`src/rtl/multi_data_sync.sv`:
```
// rtl/multi_data_sync.sv - multi-channel enable-qualified bus synchroniser with capture handshake
//
// Each channel synchronises its own enable through NO_STAGES flops plus one
// history flop. A detected event (rising edge, or either edge when MODE=1)
// captures that channel's async bus word, which is held stable by the source
// while the enable propagates. Only the enable is synchronised; the bus word
// is sampled as a whole.
//
// Ports:
//   i_clk            destination clock
//   i_arst_n         asynchronous active-low reset
//   i_bus_enable     per-channel async qualifier
//   i_async_bus      per-channel async data, channel c at [c*BUS +: BUS]
//   i_ready          per-channel consumer accept
//   i_overrun_clr    per-channel clear of sticky overrun
//   o_synced_bus     captured data, same packing as i_async_bus
//   o_enable_pulse   one-cycle strobe following each capture
//   o_valid          captured word pending
//   o_overrun        sticky: pending word was overwritten
//   o_cap_cnt        per-channel capture count, channel c at [c*CNT_W +: CNT_W]

module multi_data_sync #(
    parameter int NO_STAGES = 2,
    parameter int BUS       = 8,
    parameter int CHANNELS  = 4,
    parameter int MODE      = 0,
    parameter int CNT_W     = 8
) (
    input  logic                      i_clk,
    input  logic                      i_arst_n,
    input  logic [CHANNELS-1:0]       i_bus_enable,
    input  logic [CHANNELS*BUS-1:0]   i_async_bus,
    input  logic [CHANNELS-1:0]       i_ready,
    input  logic [CHANNELS-1:0]       i_overrun_clr,
    output logic [CHANNELS*BUS-1:0]   o_synced_bus,
    output logic [CHANNELS-1:0]       o_enable_pulse,
    output logic [CHANNELS-1:0]       o_valid,
    output logic [CHANNELS-1:0]       o_overrun,
    output logic [CHANNELS*CNT_W-1:0] o_cap_cnt
);

    for (genvar c = 0; c < CHANNELS; c++) begin : g_ch
        logic [NO_STAGES-1:0] sync_q;
        logic                 s;
        logic                 s_d;
        logic                 event_det;
        logic [BUS-1:0]       data_q;
        logic                 pulse_q;
        logic                 valid_q;
        logic                 overrun_q;
        logic [CNT_W-1:0]     cnt_q;

        assign s = sync_q[NO_STAGES-1];

        // Because the chain resets to 0, an enable held high through reset
        // release shows up as a rising edge and produces exactly one capture.
        if (MODE == 1) begin : g_toggle
            assign event_det = s ^ s_d;
        end else begin : g_rise
            assign event_det = s & ~s_d;
        end

        always_ff @(posedge i_clk or negedge i_arst_n) begin
            if (!i_arst_n) begin
                sync_q    <= '0;
                s_d       <= 1'b0;
                data_q    <= '0;
                pulse_q   <= 1'b0;
                valid_q   <= 1'b0;
                overrun_q <= 1'b0;
                cnt_q     <= '0;
            end else begin
                sync_q  <= {sync_q[NO_STAGES-2:0], i_bus_enable[c]};
                s_d     <= s;
                pulse_q <= event_det;
                if (event_det) begin
                    data_q <= i_async_bus[c*BUS +: BUS];
                    cnt_q  <= cnt_q + CNT_W'(1);
                end
                // A capture keeps the word pending even when the consumer
                // accepts in the same cycle: the accept takes the old word.
                valid_q   <= event_det | (valid_q & ~i_ready[c]);
                // A new overrun wins over a simultaneous clear.
                overrun_q <= (overrun_q & ~i_overrun_clr[c])
                           | (event_det & valid_q & ~i_ready[c]);
            end
        end

        assign o_synced_bus[c*BUS +: BUS]     = data_q;
        assign o_enable_pulse[c]              = pulse_q;
        assign o_valid[c]                     = valid_q;
        assign o_overrun[c]                   = overrun_q;
        assign o_cap_cnt[c*CNT_W +: CNT_W]    = cnt_q;
    end

endmodule

```
`config.mk`:
```
export PLATFORM = sky130hd
export DESIGN_NAME = multi_data_sync
export DESIGN_NICKNAME = d
export VERILOG_FILES = /design/src/rtl/multi_data_sync.sv
export SDC_FILE = /design/constraint.sdc
export NUM_CORES = 1
export LEC_CHECK = 0
export CORE_MARGIN = 5
export CORE_UTILIZATION = 42
export DETAILED_ROUTE_END_ITERATION = 16
export PLACE_DENSITY = 0.86
export REMOVE_ABC_BUFFERS = 1
export SLEW_MARGIN = 25
export SYNTH_ARGS = -nofsm -noshare
export SYNTH_HDL_FRONTEND = slang
export SYNTH_SLANG_ARGS = --single-unit
```
`constraint.sdc`:
```
create_clock -name i_clk -period 1.4 [get_ports i_clk]
set_input_delay 0.21 -clock i_clk [delete_from_list [all_inputs] [get_ports i_clk]]
set_output_delay 0.21 -clock i_clk [all_outputs]
set_load 0.1 [all_outputs]
```
==> flow_summary.rst, run 1 <==
.. list-table::
   :header-rows: 1

   * - Metric
     - Value
   * - Outcome
     - finished clean
   * - Routed wirelength normalized by instance count
     - around 15 um
   * - Routed vias
     - roughly 2,500
   * - Most frequent cells in the layout
     - 123 x nand2_1, 88 x dfrtp_1, 78 x buf_12
   * - Synthesis Warnings
     - 0
   * - First-pass GRT wire length
     - around 13,000 um
   * - Number of instances in the placed design
     - approximately 520
   * - Headroom to the max-slew limit
     - 77.2%
   * - Family of cells with the greatest summed delay on the critical path
     - flip-flops
   * - Internal power
     - 6.21 mW
   * - Post-DR vias/cell
     - roughly 4.7
   * - Maximum buffer depth of the clock tree
     - 2
   * - Sw Pwr
     - about 5.2 mW
   * - TritonCTS clock tree
     - done
   * - Number of global-route vias before repair
     - 2,667
   * - Ports
     - 122
   * - Cell type of the slowest stage on the worst timing path
     - dfrtp_1
   * - H-tree depth
     - 3
   * - Setup repair after global routing missed its margin
     - false
   * - Number of DRC markers in iteration 0
     - between 70 and 80
   * - Area share of and/or/nand/nor cells after synthesis
     - around 20%
   * - Combinational family with the most area after synthesis
     - simple AND/OR/NAND/NOR gates
   * - Hold Fails Final Rpt
     - 0
   * - Post-CTS sizing
     - 0
   * - Top fanout value on the critical path
     - 6
   * - Mux cell area share after synthesis
     - 0%
   * - Proportion of synthesized chip area in sequential cells
     - between 60% and 70%
   * - Starting density of the core
     - ~43%
   * - Maximum clock rate
     - roughly 0.79 GHz
   * - GR Util All Layers
     - 16.9%
   * - Detailed placement HPWL
     - between 6000 and 7000 um
   * - Detail Route Antenna Nets
     - 0
   * - Relative area change from synthesis to final layout
     - 68.5%
   * - Gate power share
     - between 40% and 50%
   * - Seq cells post-synth
     - approximately 90
   * - Worst IR drop on VDD
     - 0.000868 V
   * - Number of buffers inserted during clock tree synthesis
     - 9
   * - Diodes inserted
     - 0
   * - Cell-by-cell trace of the critical path
     - buf_12
   * - Final Slew Violations
     - 0
   * - Final net count
     - between 400 and 500
   * - Non-filler instance count after layout
     - ~530
   * - Final setup violating endpoints
     - 0
   * - Library cells used by synthesis
     - 13
   * - Number of antenna violations at the first check in global routing
     - 0
   * - Worst-margin pin slew
     - around 0.34 ns
   * - Horizontal extent of the die
     - approximately 100 um
   * - Sort of element at the start of the critical path
     - flop
   * - Synthesized area divided by synthesized cell count
     - ~11 um^2
   * - Die Footprint
     - about 9900 um^2
   * - Kind of capture point of the worst setup path
     - primary output
   * - DR DRC count
     - 0
   * - Summed area of non-filler cells in the final layout
     - ~5700 um^2
   * - Cells after synthesis
     - 304
   * - Grt total ovfl
     - 0
   * - Clock tree root driver cell
     - clkbuf_8
   * - Overall power consumption
     - between 10 and 15 mW
   * - Register share of total power
     - a little under a third
   * - Instance area at placement
     - 5420 um^2
   * - Clock latency on the worst-skew pair
     - about 0.35 ns
   * - I/O Buffers
     - between 100 and 150
   * - Netlist Area Pre-Place
     - roughly 3400 um^2
   * - Minimum period implied by the final worst setup slack
     - between 1 and 1.5 ns
   * - Startpoint-to-endpoint class of the critical path
     - reg -> out
   * - Number of hold-repair buffers added at the cts stage
     - 1
   * - Worst path arrival time
     - about 1.1 ns
   * - Clock Power Share
     - between 15 and 20%
   * - Crit share post-route
     - roughly nine tenths
   * - Compound-cell area share of the yosys netlist
     - less than 1%
   * - Power Dens Cells
     - slightly above 2000 nW/um^2
   * - Worst Clk Skew
     - 0.0103 ns
   * - Number of buffers and inverters on the critical path
     - 1
   * - GPL Wtd Cong
     - ~0.77
   * - Share of layout cells above drive strength 1
     - roughly a quarter
   * - Class of the tightest hold or removal check
     - in -> reg
   * - Static power due to leakage
     - between 2 and 3 nW
   * - Switching share of power
     - 45.6%
   * - Adder-cell area share of the yosys netlist
     - 1.49%
   * - Max-cap violations
     - 0
   * - Sum of routed wire length over all layers
     - 8000 um
   * - Worst hold slack
     - 0.285 ns
   * - DR pass1 iterations
     - 4
   * - DIE HEIGHT
     - 99.5 um
   * - Data required time of the worst path
     - between 1 and 1.5 ns
   * - CORE AREA
     - a little under 8000 um^2
   * - Biggest cell delay along the critical path
     - 0.49 ns
   * - Standard-cell row count
     - 32
   * - Post-synthesis share of cell area spent on xor and xnor gates
     - approximately 7.3%
   * - Fillcell total
     - about 510
   * - Buffers inserted by post-CTS timing repair
     - 0
   * - Register-to-register setup slack
     - approximately 0.22 ns
   * - Clock Sinks
     - 88
   * - Register clock-pin slew on the reported worst setup and hold paths
     - ~0.090 ns
   * - Largest net degree at the start of global routing
     - 37
   * - Most common library cell in the layout ignoring fill and taps
     - nand2_1
## metal layers
layer  share of wire [%]  track usage, %  vias up
li1                    -               -     1186
met4                 1.0            6.62        0
met2                  52            29.8       79
met3                 8.6            6.66        6
met5                   0               0        -
met1                  38            18.2     1207
## flip-flops by register name, indices dropped and copies added (netlist names)
register        flops
g_ch.cnt_q         32
g_ch.data_q        32
g_ch.overrun_q      4
g_ch.pulse_q        4
g_ch.s_d            4
g_ch.sync_q         8
g_ch.valid_q        4
## power groups by stage
stage | Combinational [mW] | Sequential (mW) | Clock [mW]
2_1_floorplan | 0.534 | 6.40 | 0
6_report | 5.70 | 3.63 | 2.09
3_5_place_dp | 5.74 | 3.68 | 0
4_1_cts | 5.75 | 3.63 | 2.15
5_1_grt | 5.87 | 3.70 | 2.27
3_3_place_gp | 5.68 | 3.62 | 0
## kinds of logic after synthesis
family / count (synthesis)
AO/OA/AOI/OAI: 4
XOR/XNOR: 28
adder cells (fa/ha/maj): 4
buffers and inverters: 28
flip-flops: 88
AND/OR/NAND/NOR: 152
## final timing paths
kind | end | cells after the start | startpoint
hold / removal | g_ch[0].sync_q[0] | 1 | i_bus_enable[0]
setup / recovery | o_cap_cnt[0] | 1 | g_ch[0].cnt_q[0]
setup reg to reg | g_ch[0].cnt_q[6] | 3 | g_ch[0].cnt_q[2]
max in group asynchronous | g_ch[2].cnt_q[5] | 3 | i_arst_n
min in group asynchronous | g_ch[0].sync_q[0] | 2 | i_arst_n
hold reg to reg | g_ch[2].sync_q[1] | 0 | g_ch[2].sync_q[0]
## cell type report
type / instances / area (um^2) / share of cell area, %
multi-input cells: 188 / 1000 / 17.7
inverters: 8 / 30.0 / 0.530
clock inverters: 5 / 104 / 1.83
well taps: 102 / 128 / 2.25
flip-flops and latches: 88 / 2200 / 38.8
clock buffers: 11 / 141 / 2.49
repair buffers: 130 / 2060 / 36.4
## Yosys cell counts
cell type	number	area share [%]
ha_1	4	1.5
inv_1	8	0.89
dfrtp_1	88	65
buf_2	7	1.0
and3_1	4	0.74
buf_4	13	2.9
and4b_1	4	1.2
nand4_1	13	2.4
o22ai_1	4	0.74
nand2b_4	3	1.2
xnor2_1	28	7.3
nand2b_1	5	0.93
nand2_1	123	14
## stage by stage
| stage | utilization (%) | TNS [ns] | setup slack (ns) |
|---|---|---|---|
| final | 73.0 | 0 | 0.137 |
| after global routing | 73.0 | 0 | 0.0798 |
| after CTS | 73.0 | 0 | 0.118 |
| after detailed placement | 69.7 | 0 | 0.218 |
| after global placement | 69.7 | 0 | 0.311 |
| after floorplan | - | -7.05 | -0.358 |
No activity file was read; power rests on OpenSTA's default activity.
==> inputs of run 2 (changes only) <==
Settings changed: PLACE_DENSITY 0.86 to 0.88, SLEW_MARGIN 25 to default.
==> flow_summary.rst, run 2 (synthesis results as in run 1) <==
.. list-table::
   :header-rows: 1

   * - Metric
     - Value
   * - Number of buffers inserted during clock tree synthesis
     - 9
   * - Setup repair after global routing missed its margin
     - false
   * - Switching share of power
     - 47.1%
   * - Number of antenna violations at the first check in global routing
     - 0
   * - Cell type of the slowest stage on the worst timing path
     - dfrtp_1
   * - Worst IR drop on VDD
     - between 0.0009 and 0.001 V
   * - Detailed-route wire length on metal 1
     - 3060 um
   * - Highest metal layer with signal wires
     - met4
   * - Routed wire length on met3
     - 673 um
   * - Most frequent cells in the layout
     - 123 x nand2_1, 88 x dfrtp_1, 78 x buf_12
   * - First-pass GRT wire length
     - ~13,000 um
   * - Class of the tightest hold or removal check
     - in -> reg
   * - Routed wirelength normalized by instance count
     - between 15 and 20 um
   * - Number of instances in the placed design
     - ~510
   * - Ports
     - around 120
   * - Sw Pwr
     - approximately 5.2 mW
   * - Clock Power Share
     - 15.6%
   * - Fillcell total
     - slightly above 500
   * - Largest registers
     - g_ch.cnt_q (32), g_ch.data_q (32), g_ch.sync_q (8)
   * - I/O Buffers
     - approximately 120
   * - Post-CTS sizing
     - 0
   * - Family of cells with the greatest summed delay on the critical path
     - flip-flops
   * - GR Util All Layers
     - ~17%
   * - Detailed placement HPWL
     - about 6500 um
   * - Most common library cell in the layout ignoring fill and taps
     - nand2_1
   * - Internal power
     - ~5.9 mW
   * - Worst path arrival time
     - between 1 and 1.5 ns
   * - Hold Fails Final Rpt
     - 0
   * - Post-placement setup slack
     - roughly 0.19 ns
   * - Sort of element at the start of the critical path
     - flop
   * - Number of DRC markers in iteration 0
     - 63
   * - DIE HEIGHT
     - 99.5 um
   * - Worst-margin pin slew
     - approximately 0.35 ns
   * - Clock Sinks
     - 88
   * - Largest net degree at the start of global routing
     - 35
   * - GPL Wtd Cong
     - around 0.76
   * - Gate power share
     - between 50% and 60%
   * - Minimum period implied by the final worst setup slack
     - roughly 1.3 ns
   * - Routed length on met2
     - between 4000 and 5000 um
   * - Maximum buffer depth of the clock tree
     - 2
   * - Data required time of the worst path
     - 1.19 ns
   * - Overall power consumption
     - 11.1 mW
   * - Max-cap violations
     - 0
   * - Grt total ovfl
     - 0
   * - Share of layout cells above drive strength 1
     - 23.5%
   * - Routed vias
     - ~2,500
   * - Power Dens Cells
     - about 2000 nW/um^2
   * - Static power due to leakage
     - around 2.7 nW
   * - Horizontal extent of the die
     - approximately 100 um
   * - Standard-cell row count
     - 32
   * - Starting density of the core
     - between 40% and 50%
   * - Number of global-route vias before repair
     - approximately 2,700
   * - Die Footprint
     - approximately 10000 um^2
   * - Sum of routed wire length over all layers
     - 8010 um
   * - DR DRC count
     - 0
   * - Cell-by-cell trace of the critical path
     - buf_12
   * - Final setup violating endpoints
     - 0
   * - Headroom to the max-slew limit
     - between 70% and 80%
   * - Crit share post-route
     - roughly nine tenths
   * - Kind of capture point of the worst setup path
     - primary output
   * - Biggest cell delay along the critical path
     - roughly 0.50 ns
   * - CORE AREA
     - a little under 8000 um^2
   * - Worst Clk Skew
     - 0.0140 ns
   * - Top fanout value on the critical path
     - 6
   * - Diodes inserted
     - 0
   * - Clock tree root driver cell
     - clkbuf_8
   * - Clock latency on the worst-skew pair
     - 0.34 ns
   * - Relative area change from synthesis to final layout
     - 66.9%
   * - Detail Route Antenna Nets
     - 0
   * - Register share of total power
     - approximately a third
   * - TritonCTS clock tree
     - done
   * - Non-filler instance count after layout
     - approximately 530
   * - Maximum clock rate
     - ~0.8 GHz
   * - Register clock-pin slew on the reported worst setup and hold paths
     - about 0.080 ns
   * - DR pass1 iterations
     - 4
   * - Final net count
     - 474
   * - Number of buffers and inverters on the critical path
     - 1
   * - Post-DR vias/cell
     - ~4.7
   * - Final Slew Violations
     - 0
   * - Smallest setup slack after layout
     - roughly 0.14 ns
   * - Startpoint-to-endpoint class of the critical path
     - reg -> out
   * - Outcome
     - finished clean
   * - H-tree depth
     - 3
run 2: cell types whose count changed in the layout (fill, tap and decap cells not counted), sizes merged:
| cell | change |
|---|---|
| clkbuf | +1 |
| bufinv | -2 |
| clkinv | -1 |
| clkinvlp | +2 |
| buf | -1 |
run 2: per-stage QoR:
step	hold WS, ns	setup TNS (ns)	cell area, um^2	util [%]
after detailed placement	0.143	0	5410	69.6
after CTS	0.284	0	5620	72.3
after global routing	0.282	0	5620	72.3
final	0.305	0	5620	72.3
after floorplan	-0.0856	-7.05	3230	-
after global placement	0.143	0	5410	69.6
run 2: per-layer routing:
| layer | vias up | GRT usage, % |
|---|---|---|
| met5 | - | 0 |
| met4 | 0 | 6.09 |
| met3 | 15 | 6.17 |
| met2 | 100 | 29.9 |
| met1 | 1207 | 19.3 |
| li1 | 1184 | - |
run 2: what timing repair did:
item | CTS | global route
hold buffers | 1 | 0
setup buffers | 0 | 0
hold endpoints to repair | 24 | 0
run 2: cell type report:
| type | count | area [um^2] | area share [%] |
|---|---|---|---|
| sequential | 88 | 2200 | 39.2 |
| timing repair buffer | 129 | 2060 | 36.6 |
| multi-input combinational | 188 | 1000 | 17.8 |
| clock buffer | 12 | 145 | 2.58 |
| tap | 102 | 128 | 2.27 |
| clock inverter | 4 | 53.8 | 0.958 |
| inverter | 8 | 30.0 | 0.535 |
run 2: path summary, 6_finish.rpt:
check,from,endpoint,slack (ns),depth (start not counted)
hold / removal,i_bus_enable[3],g_ch[3].sync_q[0],0.30,1
setup reg to reg,g_ch[2].s_d,g_ch[2].cnt_q[4],0.19,4
max in group asynchronous,i_arst_n,g_ch[1].cnt_q[7],0.57,3
min in group asynchronous,i_arst_n,g_ch[2].cnt_q[5],0.33,2
setup / recovery,g_ch[0].cnt_q[0],o_cap_cnt[0],0.14,1
hold reg to reg,g_ch[1].sync_q[0],g_ch[1].sync_q[1],0.35,0
run 2: power by group through the flow:
stage | registers [mW] | logic (mW) | clock network, mW
6_report | 3.66 | 5.68 | 1.72
5_1_grt | 3.73 | 5.86 | 1.90
4_1_cts | 3.66 | 5.73 | 1.79
3_5_place_dp | 3.71 | 5.73 | 0
3_3_place_gp | 3.66 | 5.63 | 0
2_1_floorplan | 6.40 | 0.534 | 0
==> inputs of run 3 (changes only) <==
Settings changed: ABC_CLOCK_PERIOD_IN_PS from default to 1400, CTS_BUF_LIST from default to sky130_fd_sc_hd__clkbuf_16, CTS_CLUSTER_SIZE from default to 25.
==> flow_summary.rst, run 3 (synthesis results as in run 1) <==
.. list-table::
   :header-rows: 1

   * - Metric
     - Value
   * - Register-to-register setup slack
     - roughly 0.19 ns
   * - Crit share post-route
     - 88.5%
   * - Kind of capture point of the worst setup path
     - primary output
   * - Sort of element at the start of the critical path
     - flop
   * - Critical Path Start
     - g_ch[0].cnt_q[0]
   * - Detailed placement HPWL
     - between 6000 and 7000 um
   * - DIE HEIGHT
     - between 90 and 100 um
   * - Most frequent cells in the layout
     - 123 x nand2_1, 88 x dfrtp_1, 78 x buf_12
   * - Sw Pwr
     - roughly 5.3 mW
   * - H-tree depth
     - 3
   * - Power Dens Cells
     - around 2000 nW/um^2
   * - Routed length on met2
     - between 4000 and 5000 um
   * - Headroom to the max-slew limit
     - slightly below 80%
   * - Cell-by-cell trace of the critical path
     - buf_12
   * - DR pass1 iterations
     - 4
   * - Maximum buffer depth of the clock tree
     - 2
   * - GPL Wtd Cong
     - around 0.76
   * - Grt total ovfl
     - 0
   * - Number of DRC markers in iteration 0
     - 60
   * - Horizontal extent of the die
     - roughly 100 um
   * - Overall power consumption
     - about 12 mW
   * - Hold Fails Final Rpt
     - 0
   * - Non-filler instance count after layout
     - between 500 and 600
   * - Highest metal layer with signal wires
     - met4
   * - Routed wire length on met3
     - between 600 and 700 um
   * - Final net count
     - approximately 470
   * - Outcome
     - finished clean
   * - Register clock-pin slew on the reported worst setup and hold paths
     - 0.06 ns
   * - Clock tree root driver cell
     - clkbuf_16
   * - Number of instances in the placed design
     - about 510
   * - Startpoint-to-endpoint class of the critical path
     - reg -> out
   * - Number of antenna violations at the first check in global routing
     - 0
   * - Largest registers
     - g_ch.cnt_q (32), g_ch.data_q (32), g_ch.sync_q (8)
   * - Register share of total power
     - 31.5%
   * - GR Util All Layers
     - roughly 17%
   * - Most common library cell in the layout ignoring fill and taps
     - nand2_1
   * - Setup repair after global routing missed its margin
     - false
   * - Detail Route Antenna Nets
     - 0
   * - Clock Sinks
     - 88
   * - DR DRC count
     - 0
   * - Final Slew Violations
     - 0
   * - Number of global-route vias before repair
     - around 2,800
   * - Family of cells with the greatest summed delay on the critical path
     - flip-flops
   * - Number of buffers inserted during clock tree synthesis
     - 9
   * - Buffers inserted by post-CTS timing repair
     - 0
   * - Number of hold-repair buffers added at the cts stage
     - 1
   * - Class of the tightest hold or removal check
     - in -> reg
   * - TritonCTS clock tree
     - done
   * - Number of buffers and inverters on the critical path
     - 1
   * - Top fanout value on the critical path
     - 6
   * - Biggest cell delay along the critical path
     - just under 0.5 ns
   * - Cell type of the slowest stage on the worst timing path
     - dfrtp_1
   * - First-pass GRT wire length
     - ~14,000 um
   * - Routed vias
     - 2,520
   * - Data required time of the worst path
     - 1.19 ns
   * - Post-DR vias/cell
     - roughly 4.7
   * - Standard-cell row count
     - 32
   * - Sum of routed wire length over all layers
     - roughly 8200 um
   * - Detailed-route wire length on metal 1
     - ~3200 um
   * - Clock latency on the worst-skew pair
     - roughly 0.32 ns
   * - CORE AREA
     - between 7000 and 8000 um^2
   * - Final setup violating endpoints
     - 0
   * - Worst IR drop on VDD
     - between 0.0009 and 0.001 V
   * - Worst Hold Launch
     - i_bus_enable[3]
   * - Relative area change from synthesis to final layout
     - 69.6%
   * - Diodes inserted
     - 0
   * - Worst Clk Skew
     - 0.00828 ns
   * - Routed wirelength normalized by instance count
     - around 15 um
   * - Minimum period implied by the final worst setup slack
     - 1.24 ns
   * - Die Footprint
     - 9900 um^2
   * - Max-cap violations
     - 0
   * - Internal power
     - ~6.3 mW
   * - Starting density of the core
     - between 40% and 50%
   * - Post-CTS sizing
     - 0
   * - Maximum clock rate
     - ~0.81 GHz
   * - Switching share of power
     - between 40 and 50%
   * - Gate power share
     - approximately half
   * - Clock Power Share
     - between 10% and 20%
   * - I/O Buffers
     - about 120
   * - Worst-margin pin slew
     - between 0.3 and 0.4 ns
   * - Share of layout cells above drive strength 1
     - 23.3%
   * - Largest net degree at the start of global routing
     - 35
   * - Startpoint of the worst register-to-register path
     - g_ch[1].cnt_q[0]
   * - Ports
     - 122
   * - Static power due to leakage
     - 2.70 nW
   * - Worst path arrival time
     - around 1.0 ns
run 3: cell types whose count changed in the layout (fill, tap and decap cells not counted):
cell       delta
clkbuf_16     +9
inv_1         +2
clkbuf_8     -10
clkbuf_1      -2
clkinv_1      +1
run 3: layout make-up:
| cell class | instances | area (um^2) |
|---|---|---|
| fill | 508 | 2060 |
| sequential | 88 | 2200 |
| multi-input combinational | 188 | 1000 |
| clock buffer | 9 | 225 |
| tap | 102 | 128 |
| clock inverter | 7 | 65.1 |
| timing repair buffer | 129 | 2060 |
| inverter | 8 | 30.0 |
run 3: power groups by stage:
stage	Combinational, mW	Sequential [mW]	Clock [mW]
floorplan	0.534	6.40	0
global placement	5.63	3.66	0
detailed placement	5.73	3.71	0
CTS	5.75	3.67	2.32
global route	5.86	3.74	2.45
finish	5.70	3.66	2.27
run 3: path summary, 6_finish.rpt:
kind | endpoint | depth (start not counted)
setup / recovery | o_cap_cnt[0] | 1
setup reg to reg | g_ch[1].cnt_q[7] | 3
min in group asynchronous | g_ch[2].cnt_q[4] | 2
hold / removal | g_ch[3].sync_q[0] | 1
max in group asynchronous | g_ch[1].cnt_q[1] | 3
hold reg to reg | g_ch[1].sync_q[1] | 0
run 3: per-stage QoR:
step	setup slack [ns]	hold slack [ns]	utilization, %	instance area (um^2)	setup TNS (ns)
after floorplan	-0.358	-0.0856	-	3230	-7.05
final	0.161	0.324	73.5	5710	0
after CTS	0.149	0.314	73.5	5710	0
after global routing	0.0966	0.313	73.5	5710	0
after detailed placement	0.190	0.143	69.6	5410	0
after global placement	0.277	0.143	69.6	5410	0
run 3: worst register-to-register path, delay by kind of cell, from the launching register on:
| family | cells | cell delay [ns] |
|---|---|---|
| and+or+nand+nor | 2 | 0.46 |
| xor gates and xnor gates | 1 | 0.16 |
| DFF | 1 | 0.47 |
run 3: layer usage:
layer	track usage, %	vias up
li1	-	1187
met1	19.3	1212
met2	29.7	103
met3	6.59	18
met4	6.30	0
met5	0	-
